$ cat config.mk
export PLATFORM = sky130hd
export DESIGN_NAME = fir_coef_loader
export DESIGN_NICKNAME = d
export VERILOG_FILES = /design/src/rtl/fir_coef_loader.sv
export SDC_FILE = /design/constraint.sdc
export NUM_CORES = 1
export LEC_CHECK = 0
export BUFFER_PORTS_ARGS = -buffer_cell sky130_fd_sc_hd__buf_2
export CELL_PAD_IN_SITES_DETAIL_PLACEMENT = 1
export CELL_PAD_IN_SITES_GLOBAL_PLACEMENT = 1
export CORE_AREA = 4 4 133 97
export CTS_CLUSTER_DIAMETER = 40
export DETAILED_ROUTE_END_ITERATION = 12
export DIE_AREA = 0 0 137 101
export GPL_TIMING_DRIVEN = 0
export PLACE_DENSITY = 0.7
export SETUP_SLACK_MARGIN = 0.4
export SLEW_MARGIN = 10
export SYNTH_ARGS = -nofsm -noshare
export SYNTH_HDL_FRONTEND = slang
export SYNTH_SLANG_ARGS = --single-unit
export TNS_END_PERCENT = 1
$ cat constraint.sdc
create_clock -name user_clk -period 3.5 [get_ports user_clk]
set_input_delay 0.7 -clock user_clk [delete_from_list [all_inputs] [get_ports user_clk]]
set_output_delay 0.7 -clock user_clk [all_outputs]
set_load 0.05 [all_outputs]
$ cat src/rtl/fir_coef_loader.sv
// -----------------------------------------------------------------------------
// fir_coef_loader
//
// Copies a software coefficient register into the shadow bank of a
// double-buffered FIR coefficient RAM. Software writes a pair of taps
// (reg_data) together with a pair index (pair_idx). The loader waits until the
// pair {pair_idx, reg_data} has stopped changing for STABLE_CYC cycles. It then
// writes the even tap and the odd tap to the inactive bank over a
// valid/ready port. When the pair is complete it marks a load as pending, and
// the banks swap at the next FIR frame boundary.
//
// Parameters
//   COEF_W      coefficient width; reg_data is 2*COEF_W bits wide
//   NTAPS       taps per bank (power of two, >= 4)
//   STABLE_CYC  consecutive unchanged cycles required before a value is taken
//   PW          pair-index width, log2(NTAPS)-1
//
// Ports
//   user_clk    single rising-edge clock
//   user_rst_n  asynchronous active-low reset; assertion is immediate and
//               release is synchronised to user_clk
//   reg_data    software register: [31:16] even tap, [15:0] odd tap
//   pair_idx    pair p, which targets taps 2p and 2p+1
//   frame_sync  one-cycle pulse at a FIR frame boundary
//   coef_we     coefficient write valid
//   coef_rdy    bank ready; a tap transfers when coef_we && coef_rdy
//   coef_addr   tap address (valid only while coef_we)
//   coef_data   tap value   (valid only while coef_we)
//   bank_sel    bank the FIR reads; the loader writes the other bank
//   load_done   one-cycle pulse after the odd tap of a pair is accepted
//   load_count  number of completed pair loads, modulo 256
// -----------------------------------------------------------------------------
module fir_coef_loader #(
  parameter int COEF_W     = 16,
  parameter int NTAPS      = 32,
  parameter int STABLE_CYC = 2,
  parameter int PW         = $clog2(NTAPS) - 1
) (
  input  logic                user_clk,
  input  logic                user_rst_n,
  input  logic [2*COEF_W-1:0] reg_data,
  input  logic [PW-1:0]       pair_idx,
  input  logic                frame_sync,
  output logic                coef_we,
  input  logic                coef_rdy,
  output logic [PW:0]         coef_addr,
  output logic [COEF_W-1:0]   coef_data,
  output logic                bank_sel,
  output logic                load_done,
  output logic [7:0]          load_count
);

  // Width of the stability counter. It only has to reach STABLE_CYC-1.
  localparam int CW = (STABLE_CYC > 1) ? $clog2(STABLE_CYC) : 1;
  localparam logic [CW-1:0] STAB_LAST = CW'(STABLE_CYC - 1);

  typedef enum logic [1:0] {
    IDLE,
    SETTLE,
    WR_EVEN,
    WR_ODD
  } state_t;

  // The monitored value: the pair index together with both taps.
  typedef struct packed {
    logic [PW-1:0]       idx;
    logic [2*COEF_W-1:0] data;
  } key_t;

  // ---------------------------------------------------------------------------
  // Reset synchroniser. Assertion clears both flops at once, so the internal
  // reset falls in the same instant as user_rst_n. Release ripples through
  // the two flops, so the FSM never leaves reset on a partial clock edge.
  // ---------------------------------------------------------------------------
  logic [1:0] rst_sync;
  logic       rst_n;

  always_ff @(posedge user_clk or negedge user_rst_n) begin
    if (!user_rst_n) rst_sync <= 2'b00;
    else             rst_sync <= {rst_sync[0], 1'b1};
  end

  assign rst_n = rst_sync[1];

  // ---------------------------------------------------------------------------
  // Loader state
  // ---------------------------------------------------------------------------
  key_t            key;
  key_t            last_key, last_key_nxt;   // last value written to the bank
  key_t            cand, cand_nxt;           // value currently settling
  key_t            lat, lat_nxt;             // value being written
  logic [CW-1:0]   stab_cnt, stab_cnt_nxt;
  state_t          state, state_nxt;
  logic            done_nxt;
  logic            pending;
  logic            swap;

  assign key = '{idx: pair_idx, data: reg_data};

  // NOTE: sequential state is updated only with non-blocking assignments, so
  // every flop samples the values that were present before the clock edge.
  always_ff @(posedge user_clk or negedge rst_n) begin
    if (!rst_n) begin
      state    <= IDLE;
      last_key <= '0;
      cand     <= '0;
      lat      <= '0;
      stab_cnt <= '0;
    end else begin
      state    <= state_nxt;
      last_key <= last_key_nxt;
      cand     <= cand_nxt;
      lat      <= lat_nxt;
      stab_cnt <= stab_cnt_nxt;
    end
  end

  // Next-state and output decode. The write port is driven straight from the
  // state and the latched pair. Its address and data therefore cannot move
  // while a tap waits for coef_rdy, whatever software does to reg_data.
  always_comb begin
    // NOTE: every signal written here gets a default first, so no path can
    // leave a value unassigned and infer a latch.
    state_nxt    = state;
    last_key_nxt = last_key;
    cand_nxt     = cand;
    lat_nxt      = lat;
    stab_cnt_nxt = stab_cnt;
    done_nxt     = 1'b0;
    coef_we      = 1'b0;
    coef_addr    = '0;
    coef_data    = '0;

    unique case (state)
      IDLE: begin
        if (key != last_key) begin
          state_nxt    = SETTLE;
          cand_nxt     = key;
          stab_cnt_nxt = '0;
        end
      end

      SETTLE: begin
        if (key != cand) begin
          // The value moved again, so restart the stability window.
          cand_nxt     = key;
          stab_cnt_nxt = '0;
        end else if (stab_cnt == STAB_LAST) begin
          lat_nxt      = cand;
          last_key_nxt = cand;
          state_nxt    = WR_EVEN;
        end else begin
          stab_cnt_nxt = stab_cnt + 1'b1;
        end
      end

      WR_EVEN: begin
        coef_we   = 1'b1;
        coef_addr = {lat.idx, 1'b0};
        coef_data = lat.data[2*COEF_W-1:COEF_W];
        if (coef_rdy) state_nxt = WR_ODD;
      end

      WR_ODD: begin
        coef_we   = 1'b1;
        coef_addr = {lat.idx, 1'b1};
        coef_data = lat.data[COEF_W-1:0];
        if (coef_rdy) begin
          state_nxt = IDLE;
          done_nxt  = 1'b1;
        end
      end

      default: state_nxt = IDLE;
    endcase
  end

  // ---------------------------------------------------------------------------
  // Completion pulse, load counter and bank swap. A load that completes in
  // the same cycle as frame_sync swaps at once and never becomes pending.
  // ---------------------------------------------------------------------------
  assign swap = frame_sync && (pending || load_done);

  always_ff @(posedge user_clk or negedge rst_n) begin
    if (!rst_n) begin
      load_done  <= 1'b0;
      load_count <= 8'd0;
      pending    <= 1'b0;
      bank_sel   <= 1'b0;
    end else begin
      load_done <= done_nxt;
      if (done_nxt) load_count <= load_count + 8'd1;

      if (swap) begin
        bank_sel <= ~bank_sel;
        pending  <= 1'b0;
      end else if (load_done) begin
        pending  <= 1'b1;
      end
    end
  end

endmodule

==> impl_metrics.ini, run 1 <==
[worst_setup_path]
r2r_end = cand[17]
slowest_delay_ns = 0.40
r2r_setup_slack_ns = 0.81
cpMaxStageDelayCell = dfrtp_1
path_cells = inv_1 > ha_1 > clkbuf_1 > clkbuf_2 > a22o_1 > buf_2
required_ns = 2.80
worstSetupPathType = reg -> out
worstRegToRegCells = 8
crit_buf_inv = 4
worstPathMaxFanout = 10
critPathArrivalTime_ns = 2.23
critPathLaunchType = flop
r2r_start = lat[4]
critPathTopFamily = buffers and inverters
endpoint_kind = primary output

[power_and_ir_drop]
p_switching_mw = 0.5249
cellPowerDensity_nw_per_um2 = 420.7
p_sw_share_pct = 22.75
irDropWorstVdd_mv = 0.2433
pwr-share-comb_pct = 7.3
fin_total_pwr_mw = 2.307
cellLeakagePower_nw = 2.733
p_int_mw = 1.782
power_frac_seq_pct = 46.6
clkPwrFrac_pct = 46.1

[route]
viasPerCell = 5.114
wl_per_cell_um = 21.13
drt_iter0_markers = 153
drt_pre_antenna_iters = 4
postRouteAntennaNets = 0
vias = 3012
drc_errors = 0
drt_wl_total_um = 12450

[die]
die_area_sq_um = 13840
rows = 33
io_pins = 72
core-area_sq_um = 11560
start_util_pct = 39.61
die_h_um = 101
die_w_um = 137

[place]
io_buffers = 71
gp_congestion = 0.8656
placed_area_sq_um = 5155
dp_hpwl_um = 9248

[yosys]
synthTopCellsByArea = dfrtp_1 48%, xor2_1 13%, mux2_2 11%, mux2_4 9.8%, a22o_1 3.1%
synth_common_cells = 88 x dfrtp_1, 69 x xor2_1, 44 x mux2_2, 30 x mux2_4, 22 x nor4_1
synth_most_common_cell = dfrtp_1
yosysTopAreaCell = dfrtp_1
ys_ff_latch = 88
ys_seq_area_share_pct = 48.09
synthCells = 344
synth_edf_count = 0
avgSynthCellArea_sq_um = 13.31
synth_cell_types = 30
synthFlopType = dfrtp_1
yosysWarnings = 0
async_flop_share_pct = 100.0
synth_area_sq_um = 4579
synth_top_area_share_pct = 48.09
syn-num-nets = 389

[cts]
clock-sinks = 88
cts_buffers = 9
post-cts-setup-buffers = 0
cts_buffer_depth = 2
insertion_delay_ns = 0.34
cts_root_buf = clkbuf_16
path_clk_slew_ns = 0.07
cts_tree = yes
h-tree-depth = 3

[global_routing]
grt_usage_pct = 18.97
grt_max_degree = 48
antenna_found_initial = 0
grt_pass1_wl_um = 19550
grt_pass1_vias = 3332
grt-ovfl-total = 0

[timing]
finClkSkew_ns = 0.01006
tightest_slew_ns = 0.6637
hold_violations = 0
fmax_ghz = 0.3415
finalCritPeriodShare_pct = 83.66
setup_violations = 0
report.final.slew_viol_count = 0
rsz0062_at_grt = false
period_minus_slack_ns = 2.928
relSlewSlack_pct = 55.75

[run_status]
outcome = finished clean

[worst_hold_path]
hold_path.class = in -> async

[run]
maxCapViolations = 0

[final_layout]
drive_gt1_share_pct = 40.05
diodes = 0
fin_nets = 472
area_growth_pct = 19.73
final_area_sq_um = 5483
-- through the flow --
| stage | utilization, % | instances | hold WS (ns) | setup TNS (ns) | setup WS (ns) |
|---|---|---|---|---|---|
| global route | 47.42 | 589 | 0.1213 | 0 | 0.4390 |
| floorplan | - | 344 | 0.3312 | 0 | 0.8209 |
| CTS | 47.41 | 589 | 0.1233 | 0 | 0.4124 |
| finish | 47.42 | 589 | 0.1301 | 0 | 0.5719 |
| detailed placement | 44.59 | 573 | 0.3371 | 0 | 0.4395 |
| global placement | 44.38 | 572 | 0.3369 | -18.76 | -0.2246 |
-- power by group through the flow --
| stage | sequential (mW) | combinational [mW] | clock [mW] |
|---|---|---|---|
| 6_report | 1.07 | 0.168 | 1.06 |
| 3_5_place_dp | 1.09 | 0.169 | 0 |
| 5_1_grt | 1.08 | 0.186 | 1.13 |
| 4_1_cts | 1.08 | 0.170 | 1.09 |
| 2_1_floorplan | 1.10 | 0.0814 | 0 |
| 3_3_place_gp | 1.10 | 0.154 | 0 |
-- repair_timing --
action | 4_1_cts | 5_1_grt
hold buffers | 0 | 0
endpoints found under the setup margin | 8 | 10
gates resized for setup | 1 | 2
-- cells in the final DEF (no fill, tap or decap), types with 2 or more instances in the layout --
cell type / netlist / layout
dfrtp_1: 88 / 87
buf_12: 3 / 4
nand2_1: 6 / 6
mux2_4: 30 / 30
or3_1: 2 / 2
clkbuf_8: 0 / 2
buf_2: 0 / 71
clkbuf_16: 0 / 9
o21ai_0: 2 / 2
ha_1: 5 / 5
inv_1: 4 / 4
mux2_2: 44 / 44
nor2_1: 5 / 5
nand4_1: 5 / 5
clkbuf_2: 0 / 2
and3_1: 2 / 2
buf_6: 4 / 4
nand3_1: 5 / 5
bufinv_16: 0 / 2
a22o_1: 16 / 16
xnor2_1: 11 / 11
xor2_1: 69 / 69
nor3_1: 2 / 2
nor4_1: 22 / 22
nor2b_1: 4 / 4
nor4_2: 2 / 2
clkbuf_1: 5 / 5
-- per-layer routing --
layer  global-route usage (%)  vias up  wire (um)
li1                         -     1391          -
met1                    27.46     1557       6158
met2                    29.27       55       5653
met3                    3.992        9        501
met4                    4.294        0        133
met5                        0        -          0
-- final cells by class --
class,count,area [sq um]
buffer,12,126.4
clock buffer,13,260.3
clock inverter,3,65.06
fill,1223,6078
inverter,4,15.01
multi-input combinational,240,2238
sequential,88,2206
tap,157,196.4
timing repair buffer,72,375.4
-- state kept, by name (all words and copies together) (netlist names) --
name        count
lat            36
rst_sync        2
load_count      8
stab_cnt        1
load_done       1
cand           36
pending         1
state           2
bank_sel        1
-- logic make-up after synthesis --
logic type                 after synthesis  synth area share, %
muxes                                   75                20.87
DFF                                     88                48.09
and+or+nand+nor                         59                7.623
AOI/OAI and AO/OA                       20                3.634
other                                    1              0.08189
adders and majority gates                5                1.366
xor gates and xnor gates                80                15.30
buffers and inverters                   16                3.033
-- how the worst max path moves through the flow --
stage | from | endpoint | depth (start not counted)
5_1_grt | state[0] | coef_data[9] | 6
6_report | state[0] | coef_data[1] | 6
3_5_place_dp | reg_data[19] | cand[17] | 9
2_1_floorplan | state[1] | coef_addr[1] | 4
3_3_place_gp | rst_sync[1] | lat[33] | 0
4_1_cts | state[1] | coef_data[3] | 5
Power figures use the tool's default switching activity.
==> inputs of run 2 (changes only) <==
- clock period: 3.5 -> 2.9 ns (I/O delays scaled with it)
==> impl_metrics.ini, run 2 (synthesized netlist as in run 1, its figures left out) <==
[timing]
report.final.slew_viol_count = 0
fmax_ghz = 0.3942
setup_violations = 0
period_minus_slack_ns = 2.537
finClkSkew_ns = 0.009864
relSlewSlack_pct = 61.37
tightest_slew_ns = 0.5795
fin_setup_tns_ns = 0
hold_violations = 0
rsz0062_at_grt = true
finalCritPeriodShare_pct = 87.47

[cts]
cts_root_buf = clkbuf_16
cts_buffers = 9
h-tree-depth = 3
path_clk_slew_ns = 0.07
insertion_delay_ns = 0.35
clock-sinks = 88
cts_buffer_depth = 2
cts_tree = yes

[die]
die_area_sq_um = 13840
core-area_sq_um = 11560
io_pins = 72
die_w_um = 137
die_h_um = 101
rows = 33
start_util_pct = 39.61

[global_routing]
grt_usage_pct = 18.65
met1_usage_pct = 27.02
grt_pass1_vias = 3359
grt-ovfl-total = 0
grt_pass1_wl_um = 19040
grt_max_degree = 48
grt_use_met3_pct = 4.291
antenna_found_initial = 0
grt_util_met2_pct = 28.70
busiest_layer = met2

[final_layout]
area_growth_pct = 27.24
nFillCells = 1211
diodes = 0
final_util_pct = 50.40
mostFrequentLayoutCells = 87 x dfrtp_1, 68 x buf_2, 68 x xor2_1
multi_input_area_sq_um = 2333
fin_nets = 485
mostFrequentLayoutCell = dfrtp_1
register_area_sq_um = 2206
stdcell_count = 602
drive_gt1_share_pct = 45.39
reg.largest.list = cand: 36 flops, lat: 36 flops, load_count: 8 flops

[worst_setup_path]
critPathLaunchType = flop
endpoint_kind = flop
worstPathMaxFanout = 6
critical_path_depth = 8
r2r_setup_slack_ns = 0.36
crit_buf_inv = 2
cp-startpoint = cand[4]
r2r_start = cand[4]
r2r_end = cand[3]
worstRegToRegCells = 8
worstSetupPathType = reg -> reg
cp-endpoint = cand[3]
slowest_delay_ns = 0.50
critPathTopFamily = simple AND/OR/NAND/NOR gates
required_ns = 3.13
critPathArrivalTime_ns = 2.77
path_cells = xor2_1 > nor4_1 > nand4_1 > nor4_1 > or3_4 > buf_12 > clkbuf_16 > mux2_4
cpMaxStageDelayCell = nor4_1
cpMostUsedCell = nor4_1

[route]
wl_per_cell_um = 21.30
drt_pre_antenna_iters = 5
drt_iter0_markers = 123
viasPerCell = 5.159
drt_wl_total_um = 12820
vias = 3106
drc_errors = 0
postRouteAntennaNets = 0

[place]
gp_congestion = 0.8647
dp_hpwl_um = 9231
place_inst = 573
io_buffers = 71

[power_and_ir_drop]
p_switching_mw = 0.6577
irDropWorstVdd_mv = 0.2447
clkPwrFrac_pct = 47.7
cellPowerDensity_nw_per_um2 = 497.5
cellLeakagePower_nw = 2.866
p_sw_share_pct = 22.69
pwr-share-comb_pct = 7.7
power_frac_seq_pct = 44.7
p_int_mw = 2.241

[run]
maxCapViolations = 0

[worst_hold_path]
hold_path.class = reg -> async

[run_status]
outcome = finished clean
==> run 2: metrics by stage <==
| stage | hold slack [ns] | cell area, sq um | power [mW] | worst slack (ns) |
|---|---|---|---|---|
| floorplan | 0.2844 | 4581 | 1.422 | 0.3409 |
| global placement | 0.3414 | 5132 | 1.513 | 0.03458 |
| detailed placement | 0.3379 | 5162 | 1.527 | -0.04173 |
| CTS | 0.3584 | 5539 | 2.915 | 0.2393 |
| global route | 0.3815 | 5827 | 2.985 | 0.2781 |
| finish | 0.3316 | 5827 | 2.899 | 0.3633 |
==> run 2: worst min path at each step <==
stage / slack (ns) / endpoint / cells past startpoint
finish: 0.33 / cand[21] / 0
global route: 0.38 / cand[21] / 0
CTS: 0.36 / cand[21] / 0
detailed placement: 0.34 / rst_sync[1] / 0
global placement: 0.34 / rst_sync[1] / 0
floorplan: 0.28 / rst_sync[0] / 0
==> run 2: power by group through the flow <==
stage / registers [mW] / logic, mW / clock network [mW]
floorplan: 1.32 / 0.0982 / 0
global placement: 1.33 / 0.186 / 0
detailed placement: 1.32 / 0.209 / 0
CTS: 1.30 / 0.212 / 1.41
global route: 1.30 / 0.241 / 1.44
finish: 1.29 / 0.223 / 1.38
==> run 2: per-layer routing <==
metal  vias to the layer above  wire length (um)
met5                         -                 0
met4                         0               118
met3                        14               619
met2                        73              5738
met1                      1604              6344
li1                       1415                 -
==> run 2: repair_timing <==
item	in CTS	in global routing
endpoints found under the hold margin	2	0
cloned	0	4
setup buffers	0	8
pin swaps	0	8
hold buffers	1	0
gates resized for setup	5	28
setup endpoints to repair	83	89
==> run 2: final cells by class <==
type,instances,share of cell area [%]
multi-input cells,240,40.05
flip-flops and latches,88,37.86
repair buffers,85,9.878
clock buffers,11,4.338
well taps,157,3.371
plain buffers,12,2.491
clock inverters,5,1.761
inverters,4,0.2577
==> run 2: worst register-to-register path: cells and delay by family (launching register included) <==
kind / cells / cell delay, ns
muxes: 1 / 0.30
xor gates and xnor gates: 1 / 0.22
buffers and inverters: 2 / 0.32
DFF: 1 / 0.41
and+or+nand+nor: 4 / 1.17
